===== src/rtl/burst_timer.sv =====
// rtl/burst_timer.sv - sequences a counter through a fixed number of periods per trigger
module burst_timer #(
    parameter int repetitions = 4,
    parameter int gap_cycles  = 0,
    parameter int rep_width   = $clog2(repetitions + 1),
    parameter int gap_width   = (gap_cycles > 0) ? $clog2(gap_cycles + 1) : 1
) (
    input  logic                 clock,
    input  logic                 reset,
    input  logic                 trigger,
    input  logic                 abort,
    input  logic                 counter_overflow,
    output logic                 counter_reset,
    output logic                 counter_start,
    output logic                 counter_stop,
    output logic                 active,
    output logic [rep_width-1:0] repetition,
    output logic                 done
);

    typedef enum logic [2:0] {
        S_IDLE,
        S_ARM,
        S_RUN,
        S_GAP,
        S_DONE
    } state_t;

    // Count value that the final period's overflow completes from, and the
    // count reported once the burst has finished.
    localparam logic [rep_width-1:0] REP_LAST = rep_width'(repetitions - 1);
    localparam logic [rep_width-1:0] REP_FULL = rep_width'(repetitions);
    // The gap counter counts down to zero inclusive, so G gap cycles load G-1.
    localparam logic [gap_width-1:0] GAP_LOAD =
        (gap_cycles > 0) ? gap_width'(gap_cycles - 1) : '0;

    state_t               state_q, state_d;
    logic [rep_width-1:0] rep_q, rep_d;
    logic [gap_width-1:0] gap_q, gap_d;
    logic                 ovf_q;
    logic                 stop_q, stop_d;
    logic                 ovf_edge;

    assign ovf_edge = counter_overflow & ~ovf_q;

    // State, progress count, gap timer, overflow history and stop pulse registers.
    always_ff @(posedge clock) begin
        if (reset) begin
            state_q <= S_IDLE;
            rep_q   <= '0;
            gap_q   <= '0;
            ovf_q   <= 1'b0;
            stop_q  <= 1'b0;
        end else begin
            state_q <= state_d;
            rep_q   <= rep_d;
            gap_q   <= gap_d;
            ovf_q   <= counter_overflow;
            stop_q  <= stop_d;
        end
    end

    // Next-state logic: abort beats overflow/gap expiry, which beat trigger.
    always_comb begin
        state_d = state_q;
        rep_d   = rep_q;
        gap_d   = gap_q;
        stop_d  = 1'b0;
        if (abort && (state_q != S_IDLE)) begin
            state_d = S_IDLE;
            stop_d  = 1'b1;
        end else begin
            case (state_q)
                S_IDLE: begin
                    if (trigger) begin
                        rep_d   = '0;
                        state_d = S_ARM;
                    end
                end
                S_ARM: begin
                    state_d = S_RUN;
                end
                S_RUN: begin
                    if (ovf_edge) begin
                        if (rep_q == REP_LAST) begin
                            rep_d   = REP_FULL;
                            state_d = S_DONE;
                        end else begin
                            rep_d = rep_q + rep_width'(1);
                            if (gap_cycles == 0) begin
                                state_d = S_ARM;
                            end else begin
                                gap_d   = GAP_LOAD;
                                state_d = S_GAP;
                            end
                        end
                    end
                end
                S_GAP: begin
                    if (gap_q == '0) begin
                        state_d = S_ARM;
                    end else begin
                        gap_d = gap_q - gap_width'(1);
                    end
                end
                S_DONE: begin
                    state_d = S_IDLE;
                end
                default: begin
                    state_d = S_IDLE;
                end
            endcase
        end
    end

    assign counter_reset = (state_q == S_ARM);
    assign counter_start = (state_q == S_RUN);
    assign done          = (state_q == S_DONE);
    assign active        = (state_q != S_IDLE);
    assign counter_stop  = stop_q;
    assign repetition    = rep_q;

endmodule

===== config.mk =====
export PLATFORM = sky130hd
export DESIGN_NAME = burst_timer
export DESIGN_NICKNAME = d
export VERILOG_FILES = /design/src/rtl/burst_timer.sv
export SDC_FILE = /design/constraint.sdc
export NUM_CORES = 1
export LEC_CHECK = 0
export ABC_AREA = 0
export CORE_MARGIN = 8
export CORE_UTILIZATION = 35
export DETAILED_ROUTE_END_ITERATION = 16
export GPL_ROUTABILITY_DRIVEN = 0
export PLACE_DENSITY = 0.71
export SYNTH_ARGS = -nofsm -noshare
export SYNTH_HDL_FRONTEND = slang
export SYNTH_SLANG_ARGS = --single-unit

===== constraint.sdc =====
create_clock -name clock -period 1.5 [get_ports clock]
set_input_delay 0.3 -clock clock [delete_from_list [all_inputs] [get_ports clock]]
set_output_delay 0.3 -clock clock [all_outputs]
set_load 0.03 [all_outputs]

Yosys cells after proc, flatten, opt, wreduce, memory -nomap -nowiden
Index checks and enable logic that the tools add are counted.
{ "classes": {"bitwise": 3, "n_mux": 11, "n_reduce_logical": 8, "eq_ne": 8, "addsub": 2} }
{ "op_table": {"columns": ["cell", "n"], "rows": [
  ["3-bit 2-to-1 mux", 7],
  ["3-bit case mux with 4 select lines", 1],
  ["3-bit by 2-bit == test with 1-bit output, second input constant", 3],
  ["3-bit case mux with 2 select lines", 1],
  ["2-bit != test, second input constant", 2],
  ["4-bit AND reduction", 1],
  ["3-bit by 1-bit adder with 3-bit output, second input constant", 1],
  ["3-bit by 1-bit == test with 1-bit output, second input constant", 1],
  ["3-bit == test, second input constant", 1],
  ["3-bit zero test", 1],
  ["3-bit AND reduction", 1],
  ["3-bit nonzero test", 1],
  ["1-bit 2-to-1 mux", 2],
  ["2-bit by 1-bit != test with 1-bit output, second input constant", 1],
  ["1-bit NOT", 2],
  ["2-bit AND reduction", 1],
  ["2-bit nonzero test", 1],
  ["2-bit OR reduction", 1],
  ["1-bit AND", 1],
  ["1-bit logical AND", 1],
  ["1-bit subtractor, second input constant", 1]
]} }
{ "totals": {"wordCells": 37, "out_inout_bits": 8, "reg_bits": 9, "input_bits": 5} }

Longest topological paths before layout
Gate-level depths: netlist of the first run.
{ "depth": {"depth_word": 4, "ltp_mapped": 5, "ltp_nobuf": 5} }

Least setup slack after synthesis of the first run
Ideal clock, no wire load.
{ "synth_timing": {"kind": "register -> output", "start": "register state_q[1]", "end": "output done", "t_required_ps": 1200, "setup_slack_ps": 36, "path_buffers": 1, "stages_incl_launch_ff": 3, "arrival_ps": 1164, "cell_sequence": "dfxtp_1 buf_6 nor3b_1"} }
{ "synth_between": {"elab_chain_cells": 1} }
{ "synth_lines": {"columns": ["element", "line_no", "rtl"], "rows": [
  ["start, declared", "37", "state_t state_q, state_d;"],
  ["start signal, assigned", "55", "state_q <= state_d;"],
  ["3-bit == test", "118", "assign done = (state_q == S_DONE);"],
  ["end, declared", "18", "output logic done"]
]} }
No other way between the ends.

Final worst setup path of the first run
{ "layout_timing": {"start": "register state_q[2]", "end": "register rep_q[2] (netlist: repetition[2])"} }
{ "layout_between": {"elab_chain_cells": 4, "elab_cells_between_ends": 10, "classes_between": "eq/ne (3); mux (1); bitwise (1); reduce/logical (5)"} }
{ "layout_lines": {"columns": ["element", "line_no", "rtl"], "rows": [
  ["parallel branches: the longest is 4 deep, another holds 4-bit AND reduction", null, null],
  ["end signal, assigned", "56", "rep_q <= rep_d;"],
  ["end, declared", "38", "logic [rep_width-1:0] rep_q, rep_d;"]
]} }
Several ways; the timed one is not identified.
A chain may end at the register's enable or synchronous reset.

==> impl_metrics.json, run 1 <==
{
  "drt_iter0_drc": 0,
  "r2r_start": "state_q[2]",
  "row_count": 13,
  "port_buffers": 12,
  "placed_cell_area_sq_um": 611.8,
  "clockRootBuffer": "clkbuf_4",
  "fin_area_sq_um": 685.7,
  "slew_viol_final": 0,
  "fmax_mhz": 687.8,
  "core_sq_mm": 0.001252,
  "grt_pass1_vias": 383,
  "clk_latency_ps": 250,
  "fillers": 111,
  "endpoint": "repetition[2]",
  "ys_seq_area_share_pct": 35.26,
  "cp-startpoint": "state_q[2]",
  "slew_headroom_pct": 77.68,
  "cts_max_level": 1,
  "syn2layout_area_growth_pct": 50.96,
  "period_share_pct": 96.93,
  "via_per_inst": 4.831,
  "ys_types": 25,
  "leakage_nw": 0.3319,
  "antennaDiodeCount": 0,
  "ff2ff_path_depth": 4,
  "initial_core_util_pct": 36.26,
  "ant_nets": 0,
  "grt_max_degree": 10,
  "layout.nets": 77,
  "crit_type": "reg -> reg",
  "clkSlewWorstSetupHoldPaths_ps": 50,
  "cts_tree": "done",
  "drcViolationCount": 0,
  "post-place-ws_ps": -250.5,
  "cp.arrival_ps": 1590,
  "synth_cells": 46,
  "hp-class": "in -> reg",
  "drtPass1Iterations": 1,
  "wl_per_cell_microns": 12.54,
  "finish.utilization_pct": 54.75,
  "die_w_microns": 52.03,
  "hold_viol": 0,
  "drv_cap": 0,
  "die_area_sq_mm": 0.002707,
  "vdd_drop_max_mv": 0.4375,
  "fin_ws_ps": 45.99,
  "drive_gt1_share_pct": 38.24,
  "power_mw": 0.5116,
  "ys_warn_count": 0,
  "fp.dieH_microns": 52.03,
  "end_kind": "flip-flop",
  "syn_area_per_cell_sq_um": 9.874,
  "critPathRequiredTime_ps": 1640,
  "yosys_register_bits": 8,
  "startpoint_type": "flip-flop",
  "cts_sinks": 8,
  "fin_crit_ps": 1454,
  "routed_wl_mm": 1.041,
  "r2r_end": "repetition[2]",
  "io_pins": 13,
  "synth_nets": 53,
  "setup_tns_ps": 0,
  "track_usage_pct": 7.599,
  "cts_max_path_buffers": 2,
  "power_density_mw_per_mm2": 746.2,
  "hpwl_microns": 801.5,
  "netlist_area_sq_um": 454.2,
  "cts_hold_buf": 0,
  "rrSetupSlack_ps": 50,
  "clock_skew_ps": 2.818,
  "status": "complete, no violations",
  "numCtsBuffers": 3,
  "cp_max_fo": 7,
  "setup_viol": 0,
  "grt.overflow.total": 0,
  "antenna_found_initial": 0,
  "vias": 401,
  "worst_slew_pin_slew_ps": 334.8,
  "grt_pass1_wl_mm": 1.504
}
## logic make-up after synthesis
family                     after synthesis  share of synthesized area (%)
AOI/OAI and AO/OA                        3                          7.988
buffers and inverters                    3                          4.133
and+or+nand+nor                         27                          39.67
adders and majority gates                2                          5.509
muxes                                    3                          7.437
DFF                                      8                          35.26
## metrics by stage
stage,std cells,hold slack (ps)
final,83,335.6
after global routing,83,360.9
after CTS,80,568.3
after detailed placement,77,561.8
after global placement,77,549.5
after floorplan,46,371.6
## placed cells by master (no fill, tap or decap), drive strengths merged, types with 2 or more instances in the layout
master,n
nor3,2
dfxtp,8
clkbuf,3
buf,12
mux2,3
inv,2
nor2b,7
nand2b,2
ha,2
dlygate4sd2,4
clkdlybuf4s50,3
nor2,5
## layer usage
metal | part of all wire, % | GRT usage, % | wire length (microns)
met1 | 43 | 7.190 | 445
met2 | 50 | 12.40 | 520
met3 | 7.2 | 5.698 | 75
met4 | 0 | 2.655 | 0
met5 | 0 | 0 | 0
## worst max-delay path, cell delays in order (launching register included)
cell	delay, ps
dfxtp_1	300
buf_4	150
or2_4	260
a221oi_4	300
mux2_4	330
## registers in the layout, indices dropped and copies added (netlist names)
signal and cells:
counter_stop 1, ovf_q 1, repetition 3, state_q 3
## cells in the mapped netlist, drive strengths merged
master  number  area (sq um)
or4b         1         13.76
a21oi        1         5.000
nand2b       2         20.02
mux2         3         33.78
and2         1         6.260
or3          1         6.260
and3b        1         8.760
dfxtp        8         160.2
nor3b        1         7.510
ha           2         25.02
nand3        1         5.000
or2          1         6.260
nor2         5         18.77
buf          1         11.26
nor3         2         15.01
nor4         1         6.260
and4         1         8.760
and3         1         6.260
nor2b        7         43.79
nand3b       1         7.510
a221oi       1         26.28
inv          2         7.510
o21ai        1         5.000
## how the worst min path moves through the flow
stage	from	end	slack (ps)	cells after the start
4_1_cts	state_q[2]	state_q[1]	570	2
5_1_grt	counter_overflow	ovf_q	360	2
6_report	counter_overflow	ovf_q	340	2
3_5_place_dp	state_q[2]	state_q[1]	560	2
3_3_place_gp	state_q[2]	state_q[1]	550	2
2_1_floorplan	reset	ovf_q	370	1
## repair_timing
action / CTS / global route
buffers inserted: 0 / 3
endpoints found under the setup margin: 6 / 6
resized for setup: 8 / 13
pin swaps: 0 / 2
## cell type report
class / count / area, sq um / area share (%)
Multi-Input combinational cell: 35 / 299.0 / 43.61
Timing Repair Buffer: 20 / 176.4 / 25.73
Sequential cell: 8 / 161.4 / 23.54
Clock buffer: 3 / 22.52 / 3.285
Tap cell: 15 / 18.77 / 2.737
Inverter: 2 / 7.507 / 1.095
## where the power goes
group	internal, mW	switching, mW
logic	0.0651	0.0638
clock network	0.0912	0.0675
registers	0.220	0.00358
Power figures use the tool's default switching activity.
==> run 2, diff against run 1 <==
- CORE_MARGIN: 8 -> 5
- RECOVER_POWER: not set -> 50
==> impl_metrics.json, run 2 (same netlist as run 1, synthesis figures left out) <==
{
  "row_count": 13,
  "drtPass1Iterations": 4,
  "cts_sinks": 8,
  "clkSlewWorstSetupHoldPaths_ps": 60,
  "clockRootBuffer": "clkbuf_4",
  "setup_viol": 0,
  "dp_cells": 78,
  "slew_headroom_pct": 77.87,
  "cpPeakStageDelay_ps": 360,
  "cp_max_fo": 7,
  "fp.dieH_microns": 46.03,
  "grt.overflow.total": 0,
  "antenna_found_initial": 0,
  "rsz0062_at_grt": "yes",
  "path_cells": "buf_4 -> or2_1 -> a221oi_4 -> mux2_1",
  "most-common-layout-cells": "buf_4, nor2b_1, dfxtp_1",
  "drv_cap": 0,
  "hp-class": "in -> reg",
  "initial_core_util_pct": 35.80,
  "cts_max_level": 1,
  "hpwl_microns": 680.5,
  "die_w_microns": 46.03,
  "fin_cells": 83,
  "antennaDiodeCount": 0,
  "io_pins": 13,
  "cp.arrival_ps": 1580,
  "drive_gt1_share_pct": 33.82,
  "numCtsBuffers": 3,
  "core_sq_mm": 0.001269,
  "drcViolationCount": 0,
  "vdd_drop_max_mv": 0.4208,
  "cts_max_path_buffers": 2,
  "wl_per_cell_microns": 11.53,
  "routed_wl_microns": 957,
  "path_delay_family": "multiplexers",
  "grt_max_degree": 10,
  "worst_slew_pin_slew_ps": 331.9,
  "slowest_stage": "mux2_1",
  "finalHoldWorstSlack_ps": 403.6,
  "layout.nets": 77,
  "fin_crit_ps": 1450,
  "grt_pass1_vias": 368,
  "fmax_mhz": 689.5,
  "clk_latency_ps": 250,
  "via_per_inst": 4.687,
  "hold_viol": 0,
  "critPathRequiredTime_ps": 1630,
  "leakage_nw": 0.3272,
  "slew_viol_final": 0,
  "drt_iter0_drc": 1,
  "port_buffers": 12,
  "syn2layout_area_growth_pct": 48.21,
  "ant_nets": 0,
  "cts_tree": "done",
  "cts_hold_buf": 0,
  "clock_skew_ps": 7.127,
  "power_density_mw_per_mm2": 769.0,
  "die_area_sq_mm": 0.002118,
  "end_kind": "flip-flop",
  "crit_buf_inv": 1,
  "track_usage_pct": 10.84,
  "status": "complete, no violations",
  "mostFrequentLayoutCell": "buf_4",
  "crit_type": "reg -> reg",
  "grt_pass1_wl_mm": 1.593,
  "startpoint_type": "flip-flop",
  "period_share_pct": 96.69,
  "vias": 389
}
-- run 2: cell types whose count changed in the layout (fill, tap and decap cells not counted) --
cell,before,now
mux2_1,0,2
mux2_4,3,1
buf_4,8,7
clkbuf_1,0,1
clkdlybuf4s50_1,3,2
dfxtp_1,7,6
dfxtp_2,1,2
dlygate4sd3_1,0,1
or2_1,0,1
or2_4,1,0
-- run 2: final timing paths --
path | start | end | slack [ps] | cells past startpoint
setup / recovery | state_q[2] | repetition[1] | 50 | 4
hold / removal | counter_overflow | ovf_q | 400 | 3
setup reg to reg | state_q[2] | repetition[1] | 50 | 4
hold reg to reg | state_q[2] | state_q[1] | 540 | 2
-- run 2: final cells by class --
class | instances | area (sq um)
inverter | 2 | 7.507
multi-input combinational | 35 | 289.0
sequential | 8 | 162.7
fill | 133 | 595.6
tap | 15 | 18.77
timing repair buffer | 20 | 172.7
clock buffer | 3 | 22.52
-- run 2: repair_timing --
action                     in CTS  in global routing
setup endpoints to repair       6                  7
pin swaps                       0                  2
buffers inserted                0                  2
resized for setup               8                 11
-- run 2: metrics by stage --
stage                     setup WS, ps  TNS [ps]  instance area [sq um]  power, mW  utilization (%)
after floorplan                  35.52         0                  454.2     0.2953                -
after global placement          -196.4    -643.8                  619.3     0.3446            48.82
after detailed placement        -226.2    -730.6                  619.3     0.3447            48.82
after CTS                       -46.66    -46.66                  640.6     0.5158            50.49
after global routing            -22.66    -48.03                  673.1     0.5454            53.06
final                            49.70         0                  673.1     0.5177            53.06
-- run 2: worst register-to-register path, stage by stage (launching register included) --
cell and delay, ps:
dfxtp_1 300, buf_4 150, or2_1 260, a221oi_4 270, mux2_1 360
-- run 2: power by group --
part           internal (mW)  switching [mW]  total [mW]
Sequential             0.221         0.00336       0.224
Combinational         0.0630          0.0620       0.125
Clock                 0.0919          0.0769       0.169
Total                  0.375           0.142       0.518
-- run 2: metal layers --
layer	vias up	wire length [microns]	track usage, %
met1	173	425	14.52
met2	11	452	14.29
met3	0	79	5.138
met4	0	0	5.114
li1	205	-	-
met5	-	0	0
